## src/rtl/pe_elastic_relay.sv

```systemverilog
// pe_elastic_relay: four independent elastic FIFO relays (east/west/north/south) sharing one ap_start gate.

module pe_relay_fifo #(
    parameter int W     = 8,
    parameter int DEPTH = 4,
    parameter int CNT_W = $clog2(DEPTH) + 1
) (
    input  logic             clk,
    input  logic             reset,
    input  logic             ap_start,
    input  logic [W-1:0]     i_data,
    input  logic             i_valid,
    output logic             o_ready,
    output logic [W-1:0]     o_data,
    output logic             o_valid,
    input  logic             i_ready,
    output logic [CNT_W-1:0] o_occ
);
    localparam int AW = $clog2(DEPTH);
    localparam logic [CNT_W-1:0] FULL = CNT_W'(DEPTH);

    logic [W-1:0]     r_mem [DEPTH];
    logic [AW-1:0]    r_wr;
    logic [AW-1:0]    r_rd;
    logic [CNT_W-1:0] r_cnt;
    logic             w_push;
    logic             w_pop;

    // Reset gates the handshakes combinationally so ready cannot rise while reset is held.
    always_comb begin
        o_ready = ap_start && !reset && (r_cnt != FULL);
        o_valid = ap_start && !reset && (r_cnt != '0);
        o_data  = (r_cnt != '0) ? r_mem[r_rd] : '0;
        o_occ   = r_cnt;
        w_push  = i_valid && o_ready;
        w_pop   = o_valid && i_ready;
    end

    // DEPTH is a power of two, so pointers wrap naturally at DEPTH-1 -> 0.
    always_ff @(posedge clk or posedge reset) begin
        if (reset) begin
            r_wr  <= '0;
            r_rd  <= '0;
            r_cnt <= '0;
            for (int i = 0; i < DEPTH; i++) r_mem[i] <= '0;
        end else begin
            if (w_push) begin
                r_mem[r_wr] <= i_data;
                r_wr        <= r_wr + 1'b1;
            end
            if (w_pop) r_rd <= r_rd + 1'b1;
            r_cnt <= r_cnt + CNT_W'(w_push) - CNT_W'(w_pop);
        end
    end
endmodule

module pe_elastic_relay #(
    parameter int EAST_WIDTH  = 134,
    parameter int WEST_WIDTH  = 130,
    parameter int NORTH_WIDTH = 130,
    parameter int SOUTH_WIDTH = 200,
    parameter int DEPTH       = 4,
    parameter int CNT_W       = $clog2(DEPTH) + 1
) (
    input  logic                   clk,
    input  logic                   reset,
    input  logic                   ap_start,
    input  logic [EAST_WIDTH-1:0]  in_from_east,
    input  logic                   in_from_east_valid,
    output logic                   in_from_east_ready,
    output logic [EAST_WIDTH-1:0]  out_to_east,
    output logic                   out_to_east_valid,
    input  logic                   out_to_east_ready,
    output logic [CNT_W-1:0]       occ_east,
    input  logic [WEST_WIDTH-1:0]  in_from_west,
    input  logic                   in_from_west_valid,
    output logic                   in_from_west_ready,
    output logic [WEST_WIDTH-1:0]  out_to_west,
    output logic                   out_to_west_valid,
    input  logic                   out_to_west_ready,
    output logic [CNT_W-1:0]       occ_west,
    input  logic [NORTH_WIDTH-1:0] in_from_north,
    input  logic                   in_from_north_valid,
    output logic                   in_from_north_ready,
    output logic [NORTH_WIDTH-1:0] out_to_north,
    output logic                   out_to_north_valid,
    input  logic                   out_to_north_ready,
    output logic [CNT_W-1:0]       occ_north,
    input  logic [SOUTH_WIDTH-1:0] in_from_south,
    input  logic                   in_from_south_valid,
    output logic                   in_from_south_ready,
    output logic [SOUTH_WIDTH-1:0] out_to_south,
    output logic                   out_to_south_valid,
    input  logic                   out_to_south_ready,
    output logic [CNT_W-1:0]       occ_south
);
    pe_relay_fifo #(.W(EAST_WIDTH), .DEPTH(DEPTH), .CNT_W(CNT_W)) u_east (
        .clk(clk), .reset(reset), .ap_start(ap_start),
        .i_data(in_from_east), .i_valid(in_from_east_valid), .o_ready(in_from_east_ready),
        .o_data(out_to_east), .o_valid(out_to_east_valid), .i_ready(out_to_east_ready),
        .o_occ(occ_east)
    );

    pe_relay_fifo #(.W(WEST_WIDTH), .DEPTH(DEPTH), .CNT_W(CNT_W)) u_west (
        .clk(clk), .reset(reset), .ap_start(ap_start),
        .i_data(in_from_west), .i_valid(in_from_west_valid), .o_ready(in_from_west_ready),
        .o_data(out_to_west), .o_valid(out_to_west_valid), .i_ready(out_to_west_ready),
        .o_occ(occ_west)
    );

    pe_relay_fifo #(.W(NORTH_WIDTH), .DEPTH(DEPTH), .CNT_W(CNT_W)) u_north (
        .clk(clk), .reset(reset), .ap_start(ap_start),
        .i_data(in_from_north), .i_valid(in_from_north_valid), .o_ready(in_from_north_ready),
        .o_data(out_to_north), .o_valid(out_to_north_valid), .i_ready(out_to_north_ready),
        .o_occ(occ_north)
    );

    pe_relay_fifo #(.W(SOUTH_WIDTH), .DEPTH(DEPTH), .CNT_W(CNT_W)) u_south (
        .clk(clk), .reset(reset), .ap_start(ap_start),
        .i_data(in_from_south), .i_valid(in_from_south_valid), .o_ready(in_from_south_ready),
        .o_data(out_to_south), .o_valid(out_to_south_valid), .i_ready(out_to_south_ready),
        .o_occ(occ_south)
    );
endmodule
```

## config.mk

```make
export PLATFORM = sky130hd
export DESIGN_NAME = pe_elastic_relay
export DESIGN_NICKNAME = d
export VERILOG_FILES = /design/src/rtl/pe_elastic_relay.sv
export SDC_FILE = /design/constraint.sdc
export NUM_CORES = 2
export LEC_CHECK = 0
export BUFFER_PORTS_ARGS = -buffer_cell sky130_fd_sc_hd__clkbuf_2
export CORE_AREA = 2 2 471 473
export DETAILED_ROUTE_END_ITERATION = 10
export DIE_AREA = 0 0 473 475
export PLACE_DENSITY = 0.71
export SETUP_SLACK_MARGIN = 0.4
export SLEW_MARGIN = 20
export SYNTH_ARGS = -nofsm -noshare
export SYNTH_HDL_FRONTEND = slang
export SYNTH_HIERARCHICAL = 1
export SYNTH_SLANG_ARGS = --single-unit
```

## constraint.sdc

```tcl
create_clock -name clk -period 40.4 [get_ports clk]
set_input_delay 8.08 -clock clk [delete_from_list [all_inputs] [get_ports clk]]
set_output_delay 8.08 -clock clk [all_outputs]
set_load 0.05 [all_outputs]
```

==> summary.txt <==
Clock network
  • Clock Path Buffers: 4
  • Clock Pin Slew Worst Setup and Hold Paths: 0.06 ns
  • Post-CTS Resized: 0
  • Post-CTS setup buffer count: 0
  • CTS tree: built
  • Hold_buf cts: 0
  • Clock sink count: 2404
  • Num CTS Buffers: 275
  • H-tree depth: 5
  • Root buf cell: clkbuf_16
  • Worst-Skew Late Latency: 0.91 ns

Logic synthesis
  • Part of the Yosys area used for sequential elements: 0.532
  • Yosys Warn Count: 6
  • Cells after synthesis: 6577
  • Mapped Avg Cell Area: 17.2 µm²
  • Post-Syn Area: 0.113 mm²
  • Synth Net Count: 7210
  • Yosys reg bits: 2404
  • Unique cell type count in the Yosys netlist: 27

Route
  • Pre-antenna DRT Iters: 5
  • DR WL/cell: 27.6 µm
  • DRT Wirelength: 299000 µm
  • Vias per cell: 5.76
  • Routed Antenna Nets: 0
  • Residual DRC: 0
  • 1st-iter DRT viols: 3937
  • Vias post-DR: 62500

Global routing
  • Global-route wire length before repair: 450000 µm
  • Largest net degree at the start of global routing: 192
  • Antenna violations before repair: 169
  • Vias in the first global route: 67800
  • Overall Global Routing Usage: 0.264
  • GR Overflow Total: 0

Critical path
  • WS Path Type: in2out
  • Crit-path max FO: 9
  • CP startpoint kind: primary input
  • Critical Path End Type: output port
  • Critical Path RT: 32.32 ns
  • CP arrival: 10.09 ns

Floorplanning
  • Boundary pin count: 1219
  • DIE AREA: 0.225 mm²
  • Core area: 0.219 mm²
  • Std-Cell Rows: 172
  • Starting density of the core: 0.517
  • Die width: 473 µm
  • Die Height: 475 µm

Timing
  • Final Setup Violations: 0
  • RSZ-0062 raised after global routing: false
  • Worst Skew: 0.0559 ns
  • Slew @ Worst Pin: 1.28 ns
  • Tmin final: 18.17 ns
  • Fin. Hold Viols: 0
  • TNS Setup: 0 ns
  • Max frequency: 55.1 MHz
  • Final Max Tran Viols: 0
  • Relative max-transition margin: 0.147
  • Tcrit/Tclk final: 0.450

Place
  • GP Congestion: 0.838
  • DP Cell Count: 10300
  • Port Buffers: 1218
  • DP Wirelength: 195000 µm

Cells and area
  • Layout net count: 8340
  • Share of layout cells above drive strength 1: 0.497
  • P&R area growth vs syn: 13.9%
  • Util after Layout: 0.588
  • Final std cells w/o fill: 10800

Min path
  • Hold Path Class: reg2reg

Run status
  • Outcome: completed

Job
  • Maxcap violations: 0
worst paths after layout:
| path | start | end | slack (ns) | cells past startpoint |
|---|---|---|---|---|
| max reg2reg | u_west/o_occ[1]$_DFF_PP0_ | u_west/r_mem[290]$_DFFE_PP0P_ | 36.50 | 5 |
| max in group asynchronous | reset | u_north/r_mem[420]$_DFFE_PP0P_ | 29.20 | 5 |
| max | reset | out_to_south_valid | 22.23 | 4 |
| min | u_west/r_mem[311]$_DFFE_PP0P_ | u_west/r_mem[311]$_DFFE_PP0P_ | 0.48 | 1 |
| min reg2reg | u_west/r_mem[311]$_DFFE_PP0P_ | u_west/r_mem[311]$_DFFE_PP0P_ | 0.48 | 1 |
| min in group asynchronous | reset | u_north/r_mem[517]$_DFFE_PP0P_ | 7.88 | 2 |
synth_stat cells, drive strengths merged:
master	count	area, µm²
ha	24	300
mux4	594	13400
nor2	8	30.0
xor2	8	70.1
mux2	2380	30700
nand2	20	75.1
fa	4	80.1
nand2b	4	25.0
clkbuf	72	272
nor2b	594	3720
xnor2	12	105
nor3	24	250
inv	28	105
nor3b	12	123
dfrtp	2404	60200
buf	389	3760
sequential cells by signal, indices dropped and copies added, names as in the netlist:
name,flops
u_east/r_mem,536
u_north/r_rd,2
u_south/r_mem,800
u_north/r_mem,520
u_south/o_occ,3
u_east/o_occ,3
u_south/r_wr,2
u_east/r_wr,2
u_north/r_wr,2
u_west/r_wr,2
u_south/r_rd,2
u_west/r_mem,520
u_north/o_occ,3
u_west/o_occ,3
u_west/r_rd,2
u_east/r_rd,2
cell usage in the layout (no fill, tap or decap), drive strengths merged:
cell    Yosys  final
buf       389     96
bufinv      0     14
clkbuf     72   1607
clkinv      0     43
dfrtp    2404   2404
diode       0     89
fa          4      4
ha         24     24
inv        28     37
mux2     2380   2380
mux4      594    594
nand2      20     20
nand2b      4      4
nor2        8      8
nor2b     594    594
nor3       24     24
nor3b      12     12
xnor2      12     12
xor2        8      8
layout make-up:
type | instances | area, µm²
Clock buffer | 389 | 7950
Multi-Input combinational cell | 3684 | 48900
Clock inverter | 66 | 769
Sequential cell | 2404 | 60200
Tap cell | 2871 | 3590
Timing Repair Buffer | 1314 | 7090
Inverter | 28 | 140
Fill cell | 16500 | 90200
Antenna cell | 89 | 223
metal layers:
metal	track usage	vias to the layer above	wire, µm
met5	0	-	786
met4	0.139	122	14300
met3	0.102	689	26400
met2	0.398	1811	140000
met1	0.331	33600	118000
li1	-	26300	-
worst max-delay path, stage by stage:
cell	delay, ns
clkbuf_2	0.63
nand2b_1	0.86
nor2_1	0.18
clkbuf_2	0.29
per-stage QoR:
| step | worst slack, ns | area (µm²) | hold WS [ns] |
|---|---|---|---|
| 2_1_floorplan | 9.66 | 113000 | 0.452 |
| 3_3_place_gp | 22.13 | 120000 | 0.461 |
| 3_5_place_dp | 22.14 | 120000 | 0.469 |
| 4_1_cts | 22.14 | 129000 | 0.482 |
| 5_1_grt | 22.10 | 129000 | 0.489 |
| 6_report | 22.23 | 129000 | 0.477 |
cells by family after synthesis:
kind of cell               share of synthesized area
and+or+nand+nor                               0.0373
DFF                                            0.532
buffers and inverters                         0.0366
xor gates and xnor gates                     0.00155
adders and majority gates                    0.00336
muxes                                          0.390
Power is not shown: default switching activity piles up to over one toggle a cycle in this logic, so the estimate is an artifact.
